File: src/rtl/day_month_counter.sv
// Calendar date counter: day-of-month, month and year (00-99) with
// day-rollover advance, per-field user editing and month-length clamping.
module day_month_counter #(
  parameter int unsigned INIT_DIA  = 0,
  parameter int unsigned INIT_MES  = 0,
  parameter int unsigned INIT_ANIO = 0
) (
  input  logic       Clock,
  input  logic       Reset,
  input  logic       Tick_dia,
  input  logic       Modo_edit,
  input  logic [1:0] Campo,
  input  logic       Inc,
  input  logic       Dec,
  output logic [4:0] Ref_dia,
  output logic [3:0] Ref_mes,
  output logic [6:0] Ref_anio,
  output logic       Tick_mes,
  output logic       Tick_anio,
  output logic       Ocupado
);

  localparam int unsigned DIA_W  = 5;
  localparam int unsigned MES_W  = 4;
  localparam int unsigned ANIO_W = 7;

  localparam logic [0:0] IDLE  = 1'b0;
  localparam logic [0:0] CLAMP = 1'b1;

  localparam logic [MES_W-1:0]  MES_MAX  = MES_W'(11);
  localparam logic [ANIO_W-1:0] ANIO_MAX = ANIO_W'(99);

  logic [0:0]        state, state_nx;
  logic              pend, pend_nx;
  logic [DIA_W-1:0]  dia_nx;
  logic [MES_W-1:0]  mes_nx;
  logic [ANIO_W-1:0] anio_nx;
  logic              tick_mes_nx, tick_anio_nx;
  logic [DIA_W-1:0]  lim;
  logic              advance;
  logic              edit_ok;

  // Last valid day index of a month; February depends on the leap test.
  function automatic logic [DIA_W-1:0] last_day(input logic [MES_W-1:0] mes,
                                                input logic [ANIO_W-1:0] anio);
    case (mes)
      MES_W'(1):                         last_day = (anio[1:0] == 2'b00) ? DIA_W'(28) : DIA_W'(27);
      MES_W'(3), MES_W'(5), MES_W'(8), MES_W'(10): last_day = DIA_W'(29);
      default:                           last_day = DIA_W'(30);
    endcase
  endfunction

  assign lim     = last_day(Ref_mes, Ref_anio);
  assign advance = (Tick_dia && !Modo_edit) || pend;
  assign edit_ok = Modo_edit && (Inc ^ Dec) && (Campo != 2'd3);

  // Next-state, next-date and pulse decode.
  always_comb begin
    state_nx     = state;
    pend_nx      = pend;
    dia_nx       = Ref_dia;
    mes_nx       = Ref_mes;
    anio_nx      = Ref_anio;
    tick_mes_nx  = 1'b0;
    tick_anio_nx = 1'b0;
    if (state == IDLE) begin
      if (advance) begin
        // A pending tick and a fresh tick merge into a single advance.
        pend_nx = 1'b0;
        if (Ref_dia < lim) begin
          dia_nx = Ref_dia + DIA_W'(1);
        end else begin
          dia_nx      = '0;
          tick_mes_nx = 1'b1;
          if (Ref_mes == MES_MAX) begin
            mes_nx       = '0;
            tick_anio_nx = 1'b1;
            anio_nx      = (Ref_anio >= ANIO_MAX) ? '0 : Ref_anio + ANIO_W'(1);
          end else if (Ref_mes > MES_MAX) begin
            mes_nx = '0;
          end else begin
            mes_nx = Ref_mes + MES_W'(1);
          end
        end
      end else if (edit_ok) begin
        case (Campo)
          2'd0: begin
            if (Ref_dia > lim)     dia_nx = '0;
            else if (Inc)          dia_nx = (Ref_dia == lim) ? '0 : Ref_dia + DIA_W'(1);
            else                   dia_nx = (Ref_dia == '0) ? lim : Ref_dia - DIA_W'(1);
          end
          2'd1: begin
            if (Ref_mes > MES_MAX) mes_nx = '0;
            else if (Inc)          mes_nx = (Ref_mes == MES_MAX) ? '0 : Ref_mes + MES_W'(1);
            else                   mes_nx = (Ref_mes == '0) ? MES_MAX : Ref_mes - MES_W'(1);
            state_nx = CLAMP;
          end
          2'd2: begin
            if (Ref_anio > ANIO_MAX) anio_nx = '0;
            else if (Inc)            anio_nx = (Ref_anio == ANIO_MAX) ? '0 : Ref_anio + ANIO_W'(1);
            else                     anio_nx = (Ref_anio == '0) ? ANIO_MAX : Ref_anio - ANIO_W'(1);
            state_nx = CLAMP;
          end
          default: ;
        endcase
      end
    end else begin
      // Pull the day back inside the (possibly shorter) new month.
      if (Ref_dia > lim) dia_nx = lim;
      if (Tick_dia && !Modo_edit) pend_nx = 1'b1;
      state_nx = IDLE;
    end
  end

  // State, date and pulse registers.
  always_ff @(posedge Clock or negedge Reset) begin
    if (!Reset) begin
      state     <= IDLE;
      pend      <= 1'b0;
      Ref_dia   <= DIA_W'(INIT_DIA);
      Ref_mes   <= MES_W'(INIT_MES);
      Ref_anio  <= ANIO_W'(INIT_ANIO);
      Tick_mes  <= 1'b0;
      Tick_anio <= 1'b0;
      Ocupado   <= 1'b0;
    end else begin
      state     <= state_nx;
      pend      <= pend_nx;
      Ref_dia   <= dia_nx;
      Ref_mes   <= mes_nx;
      Ref_anio  <= anio_nx;
      Tick_mes  <= tick_mes_nx;
      Tick_anio <= tick_anio_nx;
      Ocupado   <= (state_nx != IDLE);
    end
  end

endmodule
File: config.mk
export PLATFORM = sky130hd
export DESIGN_NAME = day_month_counter
export DESIGN_NICKNAME = d
export VERILOG_FILES = /design/src/rtl/day_month_counter.sv
export SDC_FILE = /design/constraint.sdc
export NUM_CORES = 1
export LEC_CHECK = 0
export BUFFER_PORTS_ARGS = -buffer_cell sky130_fd_sc_hd__buf_4
export CAP_MARGIN = 30
export CORE_MARGIN = 2
export CORE_UTILIZATION = 38
export DETAILED_ROUTE_END_ITERATION = 6
export GPL_ROUTABILITY_DRIVEN = 0
export PLACE_DENSITY_LB_ADDON = 0.2
export SYNTH_ARGS = -nofsm -noshare
export SYNTH_HDL_FRONTEND = slang
export SYNTH_SLANG_ARGS = --single-unit
File: constraint.sdc
create_clock -name Clock -period 6.9 [get_ports Clock]
set_input_delay 1.725 -clock Clock [delete_from_list [all_inputs] [get_ports Clock]]
set_output_delay 1.725 -clock Clock [all_outputs]
set_load 0.02 [all_outputs]
**Word level (Yosys, flattened, before mapping)**

Index checks and enable logic that the tools add are counted.

- Output and inout port bits: 19
- Input port bits: 8
- Flip-flop bits (word level): 20
- Logic and storage cells: 103

- Order comparisons: 5
- Reductions and logical operators: 22
- Muxes and demuxes: 46
- Add/subtract/negate cells: 6
- Bitwise operators: 2
- Eq/ne operators: 15

Operators with widths:

| kind | count |
|---|---|
| 7-bit 2-to-1 mux | 10 |
| 5-bit 2-to-1 mux | 10 |
| 4-bit 2-to-1 mux | 10 |
| 1-bit 2-to-1 mux | 14 |
| 4-bit == test, second input constant | 3 |
| 2-bit nonzero test | 4 |
| 7-bit by 1-bit adder with 7-bit output, second input constant | 1 |
| 7-bit == test, second input constant | 1 |
| 7-bit >= comparator, second input constant | 1 |
| 7-bit > comparator, second input constant | 1 |
| 7-bit zero test | 1 |
| 7-bit by 1-bit subtractor with 7-bit output, second input constant | 1 |
| 2-bit by 1-bit inequality test with 1-bit output, second input constant | 3 |
| 3-bit one-hot mux with 2 select lines | 1 |
| 3-bit nonzero test | 2 |
| 5-bit by 1-bit adder with 5-bit output, second input constant | 1 |
| 5-bit == test | 1 |
| 5-bit > comparator | 1 |
| 5-bit zero test | 1 |
| 5-bit < comparator | 1 |
| 5-bit AND reduction | 1 |
| 5-bit by 1-bit subtractor with 5-bit output, second input constant | 1 |
| 4-bit by 1-bit adder with 4-bit output, second input constant | 1 |
| 4-bit by 1-bit == test with 1-bit output, second input constant | 1 |
| 20 further kinds | 24 |

**Depth between registers and ports, before layout**

Gate-level depths: netlist (run 1).

- Depth after elaboration: 11
- Depth in mapped cells: 13

**Worst setup path before layout (run 1)**

No wires, ideal clock.

- Kind: input -> register
- Start: in Modo_edit
- End: reg Ref_anio[4]
- Arrival: 3,022 ps
- Data required time: 6,762 ps
- Setup time: 138 ps
- Stages on the path: 7
- Slack: 3,740 ps
- Path through: inv_1 -> a21oi_1 -> nand2_1 -> a21oi_1 -> o21ai_1 -> o31ai_1 -> o31ai_1

- Word-level cells in the longest chain between the ends: 5

Ends and longest elaborated chain:

| item | RTL line | text |
|---|---|---|
| start, declared | 11 | `input logic Modo_edit,` |
| 1-bit zero test | 54 | `assign advance = (Tick_dia && !Modo_edit) \|\| pend;` |
| 1-bit logical AND | 54 |  |
| 1-bit logical OR | 54 |  |
| 2-bit by 1-bit inequality test with 1-bit output (no source line), or another cell as far along | - |  |
| 5-bit AND reduction (no source line) | - |  |
| end signal, assigned | 122 | `Ref_anio <= ANIO_W'(INIT_ANIO);` |
| end signal, assigned | 131 | `Ref_anio <= anio_nx;` |
| end, declared | 17 | `output logic [6:0] Ref_anio,` |

Parallel ways exist; a longest one is shown, timed or not.
A chain may end at the register's enable or synchronous reset.

**Worst setup path in the final report (run 1)**

Same ends and word-level chain as after synthesis.

==> results.toml, run 1 <==
[finish]
fillCellCount = 545
postLayoutCellArea_mm2 = 0.00230
area_delta_synth_final_pct = 13.7
layout_common_cells = "28 x nor2_1, 26 x nand2_1, 26 x buf_4"
final_common_cell = "nor2_1"
n_antenna_cell = 0
postLayoutCoreUtil = 0.450
drive_above_1_share = 0.147
num-nets-final = 310

[floorplanning]
fp-row-count = 26
fp.coreArea_mm2 = 0.00511
start_util = 0.396
fp.dieW_um = 76.9
io-pin-count = 27
fp.dieH_um = 76.9
dieArea_mm2 = 0.00592

[routing]
via_count = 2050
firstDrtPassIters = 4
ant_nets = 0
drt_wl_total_um = 5410
via_per_inst = 5.77
wire_per_inst_um = 15.2
drc = 0
drt_iter0_markers = 141

[yosys]
async_reset_ff_frac = 1.00
syn_area_mm2 = 0.00202
synth-seq-cells = 20
yosysSeqAreaShare = 0.248
synth_top_area_share = 0.248
ys_types = 56
synthCells = 268
avgSynthCellArea_um2 = 7.54
syn-num-nets = 291
synth_edf_count = 0
synth_flop_cell = "dfrtp_1"
ys_top_cells_by_area = "dfrtp_1 25%, ha_1 9.3%, a21oi_1 5.2%, nor2_1 5.2%, nand2_1 4.8%"
synth.yosys.warnings = 0
synth_area_leader_cell = "dfrtp_1"

[clock_tree]
numCtsBuffers = 3
clk-insertion-delay-late_ns = 0.26
cts_tree = "built"
clkSinkCount = 20
clockBufferDepth = 2
post_cts_buffers = 0
cts_htree_levels = 1
hold_buffers = 0
cts_root_buffer = "clkbuf_8"
post_cts_resized = 0
path_clk_slew_ns = 0.08

[sta]
setup_ws_ns = 3.65
period_share = 0.471
period_needed_ns = 3.25
finalSetupTns_ns = 0
fmax_ghz = 0.307
rsz0062_at_grt = "no"
fin_skew_ns = 0.00628
setup_viol_count_final = 0
maxSlewViolCount = 0
slew_headroom = 0.533
worstMarginPinSlew_ns = 0.701
hold_violations = 0

[hold_path]
hold_path_class = "register to register"

[grt]
grt_max_degree = 21
grt_pass1_vias = 1889
grt-ovfl-total = 0
grt_usage = 0.191
antenna_found_initial = 0
grt_pass1_wl_um = 9250

[placement]
dp_hpwl_um = 4000
place_area_mm2 = 0.00226
pre_cts_ws_ns = 3.39
port_buffers = 26

[setup_path]
slowest_delay_ns = 0.58
start_kind = "primary input"
path_buf_inv = 2
cp_cell_sequence = "buf_4 -> inv_1 -> a21oi_1 -> nand2_1 -> a21oi_1 -> o21ai_1 -> o31ai_1 -> o31ai_1"
cp.arrival_ns = 3.39
crit_required_ns = 7.03
cpLargestDelayFamily = "compound AO/OA/AOI/OAI gates"
path_class = "primary input to register"
cp-end-kind = "register"
cpMaxStageDelayCell = "a21oi_1"
critPathMaxFanout = 10

[outcome]
status = "finished clean"

[power_and_ir_drop]
power.total_uw = 916
p_leak_uw = 0.000960
p_per_area_mw_per_mm2 = 398
ir_drop_v = 0.000162

[job]
drv_cap = 0
sequential cells by signal, summed over array words and instances (netlist names):
name       cells
state          1
pend           1
Ref_mes        4
Ref_anio       7
Tick_anio      1
Ref_dia        5
Tick_mes       1
cells by family after synthesis:
kind of cell | count (synthesis) | synth area share
compound gates | 92 | 0.302
mux | 5 | 0.0316
flops | 20 | 0.248
fa+ha+maj | 15 | 0.0929
buf+inv | 29 | 0.0545
simple gates | 101 | 0.245
xor+xnor | 6 | 0.0260
through the flow:
| stage | hold WS (ns) | instances |
|---|---|---|
| 2_1_floorplan | 0.562 | 268 |
| 3_3_place_gp | 0.624 | 352 |
| 3_5_place_dp | 0.630 | 352 |
| 4_1_cts | 0.645 | 355 |
| 5_1_grt | 0.690 | 355 |
| 6_report | 0.647 | 355 |
layout make-up:
type | count | area (um2) | area share
Multi-Input combinational cell | 219 | 1410 | 0.614
Sequential cell | 20 | 500 | 0.218
Timing Repair Buffer | 26 | 195 | 0.0849
Tap cell | 70 | 87.6 | 0.0381
Inverter | 17 | 63.8 | 0.0278
Clock buffer | 3 | 41.3 | 0.0180
where the power goes:
| part | internal, uW | leakage (uW) | total, uW | switching, uW |
|---|---|---|---|---|
| clock | 39.0 | 0.0000216 | 81.5 | 42.5 |
| combinational | 246 | 0.000681 | 574 | 328 |
| sequential | 155 | 0.000257 | 260 | 105 |
| total | 440 | 0.000960 | 916 | 475 |
cell usage after synthesis, drive strengths merged (3+ instances only):
| master | number |
|---|---|
| o21ai | 20 |
| mux2i | 4 |
| nand3 | 12 |
| dfrtp | 20 |
| inv | 17 |
| o31ai | 7 |
| nand2b | 4 |
| a21oi | 23 |
| o22ai | 3 |
| or2 | 3 |
| clkbuf | 11 |
| a21o | 3 |
| xnor2 | 4 |
| nor3 | 8 |
| o211ai | 4 |
| nor4 | 4 |
| a31oi | 10 |
| nand2 | 28 |
| nor2 | 30 |
| ha | 15 |
routing by layer:
| layer | share of wire | global-route usage | wire, um | vias to the layer above |
|---|---|---|---|---|
| met5 | 0 | 0 | 0 | - |
| met4 | 0.020 | 0.0818 | 110 | 0 |
| met3 | 0.044 | 0.0329 | 237 | 10 |
| met2 | 0.47 | 0.293 | 2530 | 64 |
| met1 | 0.47 | 0.264 | 2540 | 965 |
| li1 | - | - | - | 1011 |
worst paths after layout:
check | from | endpoint | slack (ns) | depth (start not counted)
worst max-delay path | Modo_edit | Ref_anio[4]$_DFFE_PN0P_ | 3.65 | 8
worst min-delay path | Ref_anio[3]$_DFFE_PN0P_ | Ref_anio[3]$_DFFE_PN0P_ | 0.65 | 1
worst max register to register | Ref_mes[0]$_DFFE_PN0P_ | Ref_anio[4]$_DFFE_PN0P_ | 3.67 | 13
worst min register to register | Ref_anio[3]$_DFFE_PN0P_ | Ref_anio[3]$_DFFE_PN0P_ | 0.65 | 1
max in group asynchronous | Reset | Ref_anio[5]$_DFFE_PN0P_ | 5.33 | 1
min in group asynchronous | Reset | Ref_dia[4]$_DFFE_PN0P_ | 1.34 | 1
Note: power is estimated with default switching activity, not from simulation.
==> inputs of run 2 (changes only) <==
==> constraint.sdc (replaced) <==
create_clock -name Clock -period 2.8 [get_ports Clock]
set_input_delay 0.7 -clock Clock [delete_from_list [all_inputs] [get_ports Clock]]
set_output_delay 0.7 -clock Clock [all_outputs]
set_load 0.02 [all_outputs]
==> results.toml, run 2 (synthesis gave the netlist of run 1 again) <==
[setup_path]
path_class = "register to register"
ff2ff_setup_slack_ns = 0.12
critPathMaxFanout = 5
cp.arrival_ns = 2.85
start_kind = "register"
reg2regPathDepth = 13
worstReg2RegStart = "Ref_mes[1]$_DFFE_PN0P_"
cp-end-kind = "register"
crit_required_ns = 2.97
critPathLaunch = "Ref_mes[1]$_DFFE_PN0P_"
setup.worst_path.end = "Ref_dia[2]$_DFFE_PN0P_"
timing.rr.end = "Ref_dia[2]$_DFFE_PN0P_"

[power_and_ir_drop]
ir_drop_v = 0.000429
p_leak_uw = 0.00107
p_per_area_mw_per_mm2 = 1050

[finish]
n_antenna_cell = 0
seq_area_um2 = 504
drive_above_1_share = 0.250
area_delta_synth_final_pct = 25.4
multi_input_area_mm2 = 0.00148
num-nets-final = 328
reg.largest.list = "Ref_anio (7), Ref_dia (5), Ref_mes (4)"
layout_common_cells = "44 x buf_4, 27 x nor2_1, 26 x nand2_1"
fillCellCount = 518
final_common_cell = "buf_4"
top_register = "Ref_anio"
largest_reg_flops = 7

[routing]
drc = 0
wire_per_inst_um = 15.6
drt_iter0_markers = 263
drt_wl_total_um = 5840
ant_nets = 0
firstDrtPassIters = 5
via_per_inst = 5.80
via_count = 2171

[job]
drv_cap = 0

[floorplanning]
start_util = 0.396
fp.dieH_um = 76.9
fp.coreArea_mm2 = 0.00511
dieArea_mm2 = 0.00592
io-pin-count = 27
fp-row-count = 26
fp.dieW_um = 76.9

[sta]
fmax_ghz = 0.373
holdWs_ns = 0.302
slew_headroom = 0.579
hold_violations = 0
period_needed_ns = 2.68
maxSlewViolCount = 0
worstMarginPinSlew_ns = 0.629
fin_skew_ns = 0.00614
period_share = 0.958
setup_viol_count_final = 0
finalSetupTns_ns = 0

[grt]
grt_max_degree = 21
grt_pass1_wl_um = 9530
antenna_found_initial = 0
grt_pass1_vias = 1982
grt_usage = 0.196
grt-ovfl-total = 0

[outcome]
status = "finished clean"

[hold_path]
hold_path_class = "primary input to async pin"

[placement]
dp_hpwl_um = 4280
port_buffers = 26

[clock_tree]
numCtsBuffers = 3
clk-insertion-delay-late_ns = 0.27
clockBufferDepth = 2
path_clk_slew_ns = 0.09
cts_htree_levels = 1
cts_root_buffer = "clkbuf_8"
cts_tree = "built"
clkSinkCount = 20
==> run 2: cell types whose count changed in the layout (fill, tap and decap cells not counted), sizes merged <==
cell	previous run	this run
buf	26	44
bufinv	0	1
==> run 2: worst max-delay path, cell delays in order, from the launching register on <==
cell,delay (ns)
dfrtp_2,0.41
inv_1,0.09
ha_1,0.21
o21ai_2,0.14
a21boi_2,0.20
o22ai_2,0.09
ha_2,0.20
inv_1,0.08
a31oi_1,0.12
or2_4,0.27
nand2_4,0.10
nor2_1,0.09
a221o_1,0.32
a32o_1,0.25
==> run 2: worst min path at each step <==
| stage | from | endpoint | slack, ns |
|---|---|---|---|
| after floorplan | Reset | Ref_anio[0]$_DFFE_PN0P_ | 0.40 |
| after global placement | pend$_DFFE_PN0P_ | pend$_DFFE_PN0P_ | 0.59 |
| after detailed placement | Reset | Ref_dia[3]$_DFFE_PN0P_ | 0.61 |
| after CTS | Reset | Ref_dia[3]$_DFFE_PN0P_ | 0.31 |
| after global routing | Reset | Ref_dia[0]$_DFFE_PN0P_ | 0.32 |
| final | Reset | Ref_dia[3]$_DFFE_PN0P_ | 0.30 |
==> run 2: stage by stage <==
step	setup WS (ns)	std cells	util	instance area, um2	total power, uW
2_1_floorplan	0.0118	268	-	2030	1670
3_3_place_gp	0.112	369	0.468	2390	2230
3_5_place_dp	-0.000666	369	0.468	2390	2240
4_1_cts	0.0350	373	0.483	2470	2560
5_1_grt	-0.0266	374	0.496	2530	2880
6_report	0.116	374	0.496	2530	2660
==> run 2: area by class of cell <==
type                            count  share of cell area
Clock buffer                        3              0.0163
Clock inverter                      1              0.0118
Inverter                           17              0.0252
Multi-Input combinational cell    219               0.583
Sequential cell                    20               0.199
Tap cell                           70              0.0346
Timing Repair Buffer               44               0.130
==> run 2: where the power goes <==
part	internal, uW	total (uW)	switching (uW)
Combinational	788	1780	996
Clock	191	306	115
Sequential	388	572	184
Total	1370	2660	1290
==> run 2: routing by layer <==
metal,share of wire,up-vias,global-route usage
li1,-,1057,-
met1,0.43,999,0.265
met2,0.48,104,0.324
met3,0.065,11,0.0247
met4,0.016,0,0.0636
met5,0,-,0
==> run 2: repair_timing <==
item | 4_1_cts | 5_1_grt
hold buffers | 0 | 0
pin swaps | 0 | 2
setup buffers | 0 | 1
gates resized for setup | 1 | 15
endpoints found under the setup margin | 1 | 15
cloned | 0 | 0
